**config.mk**
```make
export PLATFORM = sky130hd
export DESIGN_NAME = output_backprop
export DESIGN_NICKNAME = d
export VERILOG_FILES = /design/src/rtl/output_backprop.sv
export SDC_FILE = /design/constraint.sdc
export NUM_CORES = 1
export LEC_CHECK = 0
export CELL_PAD_IN_SITES_DETAIL_PLACEMENT = 0
export CELL_PAD_IN_SITES_GLOBAL_PLACEMENT = 2
export CORE_ASPECT_RATIO = 1.4
export CORE_MARGIN = 2
export CORE_UTILIZATION = 33
export CTS_BUF_LIST = sky130_fd_sc_hd__clkbuf_8
export CTS_CLUSTER_SIZE = 24
export DETAILED_ROUTE_END_ITERATION = 7
export PLACE_DENSITY_LB_ADDON = 0.12
export SETUP_SLACK_MARGIN = 0.1
export SLEW_MARGIN = 5
export SYNTH_ARGS = -nofsm -noshare
export SYNTH_HDL_FRONTEND = slang
export SYNTH_SLANG_ARGS = --single-unit
```
**constraint.sdc**
```tcl
create_clock -name clk_i -period 8.9 [get_ports clk_i]
set_input_delay 1.335 -clock clk_i [delete_from_list [all_inputs] [get_ports clk_i]]
set_output_delay 1.335 -clock clk_i [all_outputs]
set_load 0.1 [all_outputs]
```
**src/rtl/output_backprop.sv**
```systemverilog
// Purpose : output-layer weight update, w[k] += (err * h[k]) >>> LR_SHIFT, one weight per cycle.
// Latency : en_i sampled at edge N, weights updated at edges N+1..N+8, b_end_o high the cycle after N+8.
// Backpress: none; en_i while busy is dropped (no queuing). Macro BP_SATURATE_EN selects clamping over wrap.
module output_backprop #(
  parameter int LR_SHIFT = 8
) (
  input  logic        clk_i,
  input  logic        rst_i,
  input  logic        en_i,
  input  logic        zero_weight_reset_i,
  input  logic [22:0] final_i,
  input  logic [3:0]  target_i,
  input  logic [79:0] hidden_i,
  input  logic [63:0] w_i,
  output logic [63:0] w_o,
  output logic        busy_o,
  output logic        b_end_o
);

  typedef enum logic [1:0] {
    IDLE   = 2'd0,
    UPDATE = 2'd1,
    DONE   = 2'd2
  } state_e;

  state_e                  state_q, state_d;
  logic [2:0]              k_q, k_d;
  logic signed [23:0]      err_q, err_d;
  logic [7:0][9:0]         hid_q, hid_d;
  logic [7:0][7:0]         w_q, w_d;

  // Datapath for the weight currently addressed by k.
  logic [9:0]              h_sel;
  logic [7:0]              w_sel;
  logic signed [34:0]      err_x;
  logic signed [34:0]      h_x;
  logic signed [34:0]      prod;
  logic signed [34:0]      prod_sh;
  logic signed [35:0]      sum;
  logic [7:0]              w_new;

  // Select operands, form the 35-bit product, floor-shift and widen to 36 bits.
  always_comb begin
    h_sel   = hid_q[k_q];
    w_sel   = w_q[k_q];
    err_x   = {{11{err_q[23]}}, err_q};
    h_x     = {25'd0, h_sel};
    prod    = err_x * h_x;
    prod_sh = prod >>> LR_SHIFT;
    sum     = {prod_sh[34], prod_sh} + {{28{w_sel[7]}}, w_sel};
  end

`ifdef BP_SATURATE_EN
  // Clamp the widened sum into the signed 8-bit range.
  always_comb begin
    if (sum > 36'sd127) begin
      w_new = 8'h7F;
    end else if (sum < -36'sd128) begin
      w_new = 8'h80;
    end else begin
      w_new = sum[7:0];
    end
  end
`else
  // Upper sum bits are discarded on purpose: two's-complement wrap keeps only the low byte.
  logic sum_hi_unused;
  assign sum_hi_unused = ^sum[35:8];

  // Wrap: the low byte of the sum is the new weight.
  always_comb begin
    w_new = sum[7:0];
  end
`endif

  // FSM state register.
  always_ff @(posedge clk_i or negedge rst_i) begin
    if (!rst_i) begin
      state_q <= IDLE;
    end else begin
      state_q <= state_d;
    end
  end

  // Next-state, datapath next values and status outputs; weight clear outranks everything.
  always_comb begin
    state_d = state_q;
    k_d     = k_q;
    err_d   = err_q;
    hid_d   = hid_q;
    w_d     = w_q;
    busy_o  = (state_q != IDLE);
    b_end_o = (state_q == DONE);

    if (zero_weight_reset_i) begin
      state_d = IDLE;
      k_d     = 3'd0;
      w_d     = '0;
    end else begin
      case (state_q)
        IDLE: begin
          if (en_i) begin
            w_d     = w_i;
            hid_d   = hidden_i;
            err_d   = $signed({20'd0, target_i}) - $signed({1'b0, final_i});
            k_d     = 3'd0;
            state_d = UPDATE;
          end
        end
        UPDATE: begin
          w_d[k_q] = w_new;
          k_d      = k_q + 3'd1;
          if (k_q == 3'd7) begin
            state_d = DONE;
          end
        end
        DONE: begin
          state_d = IDLE;
        end
        default: begin
          state_d = IDLE;
        end
      endcase
    end
  end

  // Datapath registers: index, captured error, hidden activations and weights.
  always_ff @(posedge clk_i or negedge rst_i) begin
    if (!rst_i) begin
      k_q   <= 3'd0;
      err_q <= '0;
      hid_q <= '0;
      w_q   <= '0;
    end else begin
      k_q   <= k_d;
      err_q <= err_d;
      hid_q <= hid_d;
      w_q   <= w_d;
    end
  end

  assign w_o = w_q;

endmodule

```
After elaboration in Yosys (flattened, before gate mapping)
Index checks and enable logic that the tools add are counted.
- register bits: 173
- input bits: 175
- output and inout bits: 66
- multipliers: 1
- bitwise gates (word level): 1
- multiplexer cells: 17
- order comparisons: 2
- reduce and logical (&&, ||, !) cells: 7
- eq/ne operators: 5
- add/subtract/negate cells: 3
- operators by type and width (kind ; count):
    two-way mux 64 bit ; 2
    case mux 64 bit (2 select lines) ; 1
    bitwise mux 64 bit ; 1
    binary-select mux 10 bit (select 3 bit) ; 1
    binary-select mux 8 bit (select 3 bit) ; 1
    demux 8 bit (select 3 bit) ; 1
    multiplier 24 x 11 -> 16 bit ; 1
    subtractor 4 x 23 -> 24 bit ; 1
    two-way mux 8 bit ; 2
    two-way mux 10 bit ; 1
    adder 8 bit ; 1
    two-way mux 2 bit ; 3
    two-way mux 3 bit ; 2
    inequality test 3 bit (second input constant) ; 2
    case mux 3 bit (2 select lines) ; 1
    < comparator 3 x 4 -> 1 bit (second input constant) ; 1
    case mux 2 bit (2 select lines) ; 1
    AND reduction 2 bit ; 2
    adder 3 x 1 -> 3 bit (second input constant) ; 1
    equality test 3 bit (second input constant) ; 1
    greater-or-equal comparator 3 x 1 -> 1 bit (second input constant) ; 1
    AND reduction 3 bit ; 1
    nonzero test 3 bit ; 1
    equality test 2 x 1 -> 1 bit (second input constant) ; 1
    other kinds (5) ; 5

Depth between registers and ports, before layout
Gate-level depths: netlist (run 1).
- depth after elaboration: 7
- mapped depth: 36
- gate-level depth less buffers: 31

Worst setup path after synthesis (run 1)
No wires, ideal clock.
- kind: register to register
- start: register k_q[2]
- end: register w_q (netlist bit w_o[15])
- arrival time: 7.728 ns
- path slack: 1.035 ns
- clock period less this slack: 7.865 ns
- data required time: 8.763 ns
- cell stages (with the launch flop): 33
- path buffers: 5
- cells stage by stage: dfrtp_1 -> buf_2 -> buf_2 -> buf_4 -> buf_4 -> nand2_1 -> mux2_2 -> o221ai_1 -> clkbuf_1 -> nand2_1 -> fa_1 -> fa_1 -> inv_1 -> ha_1 -> fa_1 -> inv_1 -> fa_1 -> inv_1 -> ha_1 -> nand3_1 -> or3_1 -> o31ai_1 -> xor2_1 -> ha_1 -> a21o_1 -> a21oi_1 -> o21bai_1 -> a21oi_1 -> o21bai_1 -> a21oi_1 -> xnor3_2 -> xor2_4 -> o31ai_2
- cells in the longest elaborated chain, start to end: 7
- RTL lines (element ; line ; text):
    start: declaration ; 27 ; logic [2:0] k_q, k_d;
    start signal: assignment ; 134 ; k_q <= k_d;
    binary-select mux 10 bit (select 3 bit), or another cell as far along ; 44 ; h_sel = hid_q[k_q];
    two-way mux 10 bit (not written as such) / logical AND 1 bit (equally long branches) ; 44, 110 ;
    multiplier 24 x 11 -> 16 bit / two-way mux 8 bit (equally long branches) ; 48, 110 ;
    adder 8 bit / demux 8 bit (select 3 bit) (equally long branches) ; 50, 110 ;
    bitwise mux 64 bit (*) ; 110 ; w_d[k_q] = w_new;
    case mux 64 bit (2 select lines) (*) ; 99 ; case (state_q)
    two-way mux 64 bit (*) ; 94 ; if (zero_weight_reset_i) begin
    end signal: assignment ; 137 ; w_q <= w_d;
    end: declaration ; 30 ; logic [7:0][7:0] w_q, w_d;
Mark *: on every way between the ends. The rest lies on a longest branch, timed or not. The select of a mux whose other input is x is not followed.
A chain may end at the register's enable or synchronous reset.

Worst setup path after layout (run 1)
- start: register k_q[1]
- end: register w_q (netlist bit w_o[54])
The elaborated chain is that of the path after synthesis.

==> flow_metrics.env, run 1 <==
export IMPL_routed_wl_um=38800
export IMPL_reg2regPathDepth=26
export IMPL_cap_violations=0
export IMPL_ys_flop_type="dfrtp_1"
export IMPL_grt_util_all_layers_pct=21.3
export IMPL_dp_hpwl_um=30100
export IMPL_crit_path_max_incr_delay_ns=0.90
export IMPL_gp_congestion=0.834
export IMPL_start_kind="flip-flop"
export IMPL_grt_max_degree=102
export IMPL_synth_net_count=1580
export IMPL_worst_ep_required_time_ns=9.34
export IMPL_post_drt_wl_per_cell_um=19.6
export IMPL_cts_sinks=165
export IMPL_grt_pass1_wl_um=60000
export IMPL_async_flop_share_pct=100
export IMPL_min_path_type="reg -> reg"
export IMPL_syn_area_per_cell_um2=9.18
export IMPL_max_freq_mhz=121
export IMPL_fin_setup_tns_ns=0
export IMPL_crit_path_top_delay_cell="xnor2_1"
export IMPL_finalHoldViolCount=0
export IMPL_fin_nets=1795
export IMPL_synth_edf_count=0
export IMPL_drt_pass1_iter_count=5
export IMPL_dp_slack_ns=0.574
export IMPL_port_buffers=233
export IMPL_syn_inst=1286
export IMPL_n_antenna_cell=0
export IMPL_cp_top_family="adder cells"
export IMPL_antenna_found_initial=1
export IMPL_fin_crit_sh_pct=93.1
export IMPL_synth_ff_latch_count=165
export IMPL_cp_end_kind="flip-flop"
export IMPL_cts_setup_buffers=0
export IMPL_yosysUniqueCellTypes=63
export IMPL_cts_hold_buf=0
export IMPL_synth_sequential_area_ratio_pct=35.0
export IMPL_io_pins=241
export IMPL_cts_root_buf="clkbuf_8"
export IMPL_core_area_um2=35500
export IMPL_htree_levels=4
export IMPL_cts_resized=0
export IMPL_syn2layout_area_growth_pct=28.3
export IMPL_hold_end="hid_q[30]"
export IMPL_final_max_slew_violation_count=0
export IMPL_path_buf_inv=5
export IMPL_die_area_um2=37300
export IMPL_worstPathArrival_ns=8.72
export IMPL_cts_tree="built"
export IMPL_num_vias=9868
export IMPL_grt_pass1_vias=10238
export IMPL_syn_area_um2=11800
export IMPL_clk_latency_ns=0.50
export IMPL_ant_nets=0
export IMPL_die_h_um=228
export IMPL_drive_above_1_share_pct=7.73
export IMPL_worst_slew_pin_slew_ns=1.17
export IMPL_crit_fanout=19
export IMPL_min_from="hid_q[30]"
export IMPL_min_path_cells=2
export IMPL_reg2reg_to="w_o[54]"
export IMPL_period_needed_ns=8.29
export IMPL_overflow=0
export IMPL_initial_core_util_pct=33.3
export IMPL_ir_drop_v=0.000704
export IMPL_power_per_cell_area_nw_per_um2=395
export IMPL_status="finished, final reports clean"
export IMPL_layout_setup_ws_ns=0.614
export IMPL_cts_buffer_depth=2
export IMPL_viasPerCell=4.99
export IMPL_clk_pin_slew_ns=0.10
export IMPL_fp_row_count=82
export IMPL_cts_buffers_inserted=17
export IMPL_path_class="reg -> reg"
export IMPL_setup_violations=0
export IMPL_drtIter0Drc=552
export IMPL_p_leak_nw=7.00
export IMPL_rrSetupSlack_ns=0.61
export IMPL_skew_ns=0.0207
export IMPL_worstReg2RegStart="k_q[1]"
export IMPL_drc_errors=0
export IMPL_rsz0062_at_grt="no"
export IMPL_fp_dieW_um=164
export IMPL_yosysWarnings=0
export IMPL_slew_limit_headroom_pct=21.6
-- layer usage --
metal	global-route usage (%)	up-vias	wire length, um
li1	-	4716	-
met1	26.5	4797	16000
met2	37.4	304	19900
met3	3.53	49	1870
met4	6.91	2	1000
met5	0	-	12
-- kinds of logic after synthesis --
logic type	synth area share (%)
simple gates	18.9
xor+xnor	3.71
mux	4.58
buf+inv	6.03
fa+ha+maj	17.1
flops	35.0
compound gates	14.7
-- stage by stage --
step	utilization (%)	total power [mW]	cells	cell area (um^2)	hold WS [ns]
after global placement	41.5	5.44	1944	14700	0.453
after global routing	42.7	6.45	1976	15200	0.505
after floorplan	-	4.01	1286	11800	0.436
after CTS	42.7	6.08	1976	15200	0.483
after detailed placement	41.5	5.45	1944	14700	0.459
final	42.7	5.98	1976	15200	0.476
-- flip-flops by register name, indices dropped and copies added (netlist names) --
| register | count |
|---|---|
| err_q | 16 |
| hid_q | 80 |
| k_q | 3 |
| state_q | 2 |
| w_o | 64 |
-- area by class of cell --
cell class              count  area, um^2
fillers                  3645       20300
multi-input cells         939        6980
flip-flops and latches    165        4130
repair buffers            271        2630
well taps                 462         578
inverters                 107         402
clock buffers              17         234
clock inverters            15         195
-- synth_stat cells (17+ instances only) --
cell type    n  share of area, %
nand2b_1    17              0.90
a22oi_1     39               2.5
xnor2_1     21               1.6
o31ai_1     25               1.6
nand2_1    357                11
clkbuf_1    58               1.8
nor2b_1     32               1.7
a21oi_1     23              0.97
o21ai_0     32               1.4
a22o_1      73               5.4
dfrtp_1    165                35
and2_1      30               1.6
fa_1        71                12
inv_1      105               3.3
ha_1        48               5.1
nor2_1      36               1.1
xor2_1      18               1.3
-- report_power, final --
part           internal, mW  switching (mW)  leakage, nW
Sequential            0.880           0.136         2.10
Combinational          1.57            2.80         4.69
Clock                 0.262           0.335        0.208
-- worst max path at each step --
stage	start	end	depth (start not counted)	slack [ns]
floorplan	k_q[2]	w_o[15]	32	1.04
global placement	k_q[1]	w_o[46]	26	0.59
detailed placement	k_q[1]	w_o[47]	26	0.57
CTS	k_q[1]	w_o[55]	26	0.56
global route	k_q[1]	w_o[38]	30	0.12
finish	k_q[1]	w_o[54]	26	0.61
-- cells in the final DEF (no fill, tap or decap), types with 5 or more instances in the layout --
cell type,instances
dfrtp_1,163
clkbuf_8,17
clkdlybuf4s50_1,232
mux2_2,10
mux2i_1,8
xor2_1,18
a21oi_1,23
o21ai_0,32
xnor2_1,21
a21o_1,5
buf_4,37
a22oi_1,39
a221oi_1,5
and2_1,30
o31ai_1,25
nor2b_1,32
fa_1,71
mux4_2,12
nand2_1,357
o31ai_2,8
a22o_1,73
inv_1,106
nor3_1,12
nand2b_1,16
and2b_1,5
ha_1,48
nand3_1,6
nor2_1,36
-- tightest hold or removal path: stages (launching register included) --
cell     delay, ns
dfrtp_1       0.35
nand2_1       0.05
nand2_1       0.05
Power figures use the tool's default switching activity.
==> run 2, diff against run 1 <==
--- a/config.mk
+++ b/config.mk
@@ -9,7 +9,7 @@
 export CELL_PAD_IN_SITES_GLOBAL_PLACEMENT = 2
 export CORE_ASPECT_RATIO = 1.4
 export CORE_MARGIN = 2
-export CORE_UTILIZATION = 33
+export CORE_UTILIZATION = 29
 export CTS_BUF_LIST = sky130_fd_sc_hd__clkbuf_8
 export CTS_CLUSTER_SIZE = 24
 export DETAILED_ROUTE_END_ITERATION = 7
==> constraint.sdc (replaced) <==
create_clock -name clk_i -period 6.7 [get_ports clk_i]
set_input_delay 1.005 -clock clk_i [delete_from_list [all_inputs] [get_ports clk_i]]
set_output_delay 1.005 -clock clk_i [all_outputs]
set_load 0.1 [all_outputs]
==> run 2 against run 1 <==
Compared with the run above:
- the flow now finishes with violations (setup timing)
- die area increased by 13%
- global-route usage shrank 1.9 points
- design area rose by 8.3%
- clock skew barely moved
- non-clock buffer count rose by 78
- final cell count up 7.6%
- largest cell class unchanged
- highest routed layer is now met4
==> flow_metrics.env, run 2 (same netlist as run 1, synthesis figures left out) <==
export IMPL_drtIter0Drc=505
export IMPL_clk_pin_slew_ns=0.12
export IMPL_rsz0062_at_grt="yes"
export IMPL_viasPerCell=4.79
export IMPL_hold_worst_slack_ns=0.481
export IMPL_dp_cells=2067
export IMPL_max_freq_mhz=140
export IMPL_drt_pass1_iter_count=5
export IMPL_core_area_um2=40300
export IMPL_fin_nets=1873
export IMPL_slew_limit_headroom_pct=30.2
export IMPL_routed_wl_um=40900
export IMPL_post_drt_wl_per_cell_um=19.2
export IMPL_fp_dieW_um=175
export IMPL_fin_crit_sh_pct=107
export IMPL_cp_top_family="adder cells"
export IMPL_cp_end_kind="flip-flop"
export IMPL_ant_nets=0
export IMPL_layout_setup_ws_ns=-0.460
export IMPL_crit_path_max_incr_delay_ns=0.59
export IMPL_grt_max_degree=102
export IMPL_largest_reg_flops=80
export IMPL_worstPathArrival_ns=7.57
export IMPL_io_pins=241
export IMPL_cts_root_buf="clkbuf_8"
export IMPL_final_max_slew_violation_count=0
export IMPL_port_buffers=233
export IMPL_dp_slack_ns=-0.663
export IMPL_skew_ns=0.0205
export IMPL_utilization_pct=40.7
export IMPL_gp_congestion=0.900
export IMPL_cts_tree="built"
export IMPL_path_class="reg -> reg"
export IMPL_drive_above_1_share_pct=16.1
export IMPL_start_kind="flip-flop"
export IMPL_grt_pass1_vias=10734
export IMPL_cap_violations=0
export IMPL_crit_fanout=8
export IMPL_crit_path_top_delay_cell="fa_1"
export IMPL_num_vias=10192
export IMPL_cts_buffers_inserted=17
export IMPL_period_needed_ns=7.16
export IMPL_regMostFlops="hid_q"
export IMPL_status="finished, violations left"
export IMPL_syn2layout_area_growth_pct=39.0
export IMPL_die_area_um2=42400
export IMPL_violations="setup timing"
export IMPL_worst_slew_pin_slew_ns=1.04
export IMPL_cts_hold_buf=0
export IMPL_fp_row_count=87
export IMPL_antenna_found_initial=1
export IMPL_stdcell_count=2127
export IMPL_path_common_cell="fa_1"
export IMPL_setup_violations=32
export IMPL_final_cell_mix="nand2_1, clkdlybuf4s50_1, dfrtp_1, inv_1, buf_4"
export IMPL_drc_errors=0
export IMPL_min_path_type="reg -> reg"
export IMPL_cts_sinks=165
export IMPL_finalHoldViolCount=0
export IMPL_htree_levels=4
export IMPL_cts_buffer_depth=2
export IMPL_die_h_um=243
export IMPL_grt_pass1_wl_um=63300
export IMPL_path_buf_inv=6
export IMPL_final_common_cell="nand2_1"
export IMPL_grt_util_all_layers_pct=19.4
export IMPL_initial_core_util_pct=29.3
export IMPL_overflow=0
export IMPL_worst_ep_required_time_ns=7.11
export IMPL_clk_latency_ns=0.50
export IMPL_dp_hpwl_um=31500
[run 2: cell count changes in the layout (fill, tap and decap cells not counted), sizes merged]
cell / delta
clkinv: +2
diode: +1
buf: +77
inv: +1
clkinvlp: -2
clkbuf: +1
bufinv: -1
[run 2: tightest hold or removal path, cell delays in order (launching register included)]
cell and delay (ns):
dfrtp_1 0.36, nand2_1 0.05, nand2_1 0.05
[run 2: cell type report]
cell class | instances | area [um^2]
Inverter | 107 | 402
Antenna cell | 1 | 2.50
Tap cell | 534 | 668
Clock buffer | 17 | 234
Multi-Input combinational cell | 939 | 7450
Clock inverter | 15 | 185
Fill cell | 4143 | 23900
Timing Repair Buffer | 349 | 3340
Sequential cell | 165 | 4130
[run 2: final timing paths]
| check | start | to | slack [ns] | cells past startpoint |
|---|---|---|---|---|
| hold / removal | hid_q[53] | hid_q[53] | 0.48 | 2 |
| min in group asynchronous | rst_i | w_o[25] | 0.63 | 1 |
| max in group asynchronous | rst_i | err_q[13] | 4.60 | 2 |
| setup / recovery | k_q[2] | w_o[47] | -0.46 | 29 |
| setup reg to reg | k_q[2] | w_o[47] | -0.46 | 29 |
| hold reg to reg | hid_q[53] | hid_q[53] | 0.48 | 2 |
[run 2: repair_timing]
item / in CTS / in global routing
pin swaps: 26 / 48
setup buffers: 17 / 13
setup endpoints to repair: 47 / 56
gates cloned: 0 / 0
gates resized for setup: 33 / 50
[run 2: metal layers]
metal | routed length (um) | global-route usage (%)
met3 | 1550 | 2.65
met5 | 0 | 0
met4 | 833 | 5.00
met1 | 17500 | 24.2
met2 | 21000 | 35.1
[run 2: stage by stage]
step           TNS, ns  area [um^2]
2_1_floorplan    -2.22        12000
3_3_place_gp    -15.04        15300
3_5_place_dp    -17.04        15300
4_1_cts          -6.83        16100
5_1_grt         -20.22        16400
6_report        -11.13        16400
Power of run 2 is not shown: default switching activity piles up to over one toggle a cycle in this logic, so the estimate is an artifact.
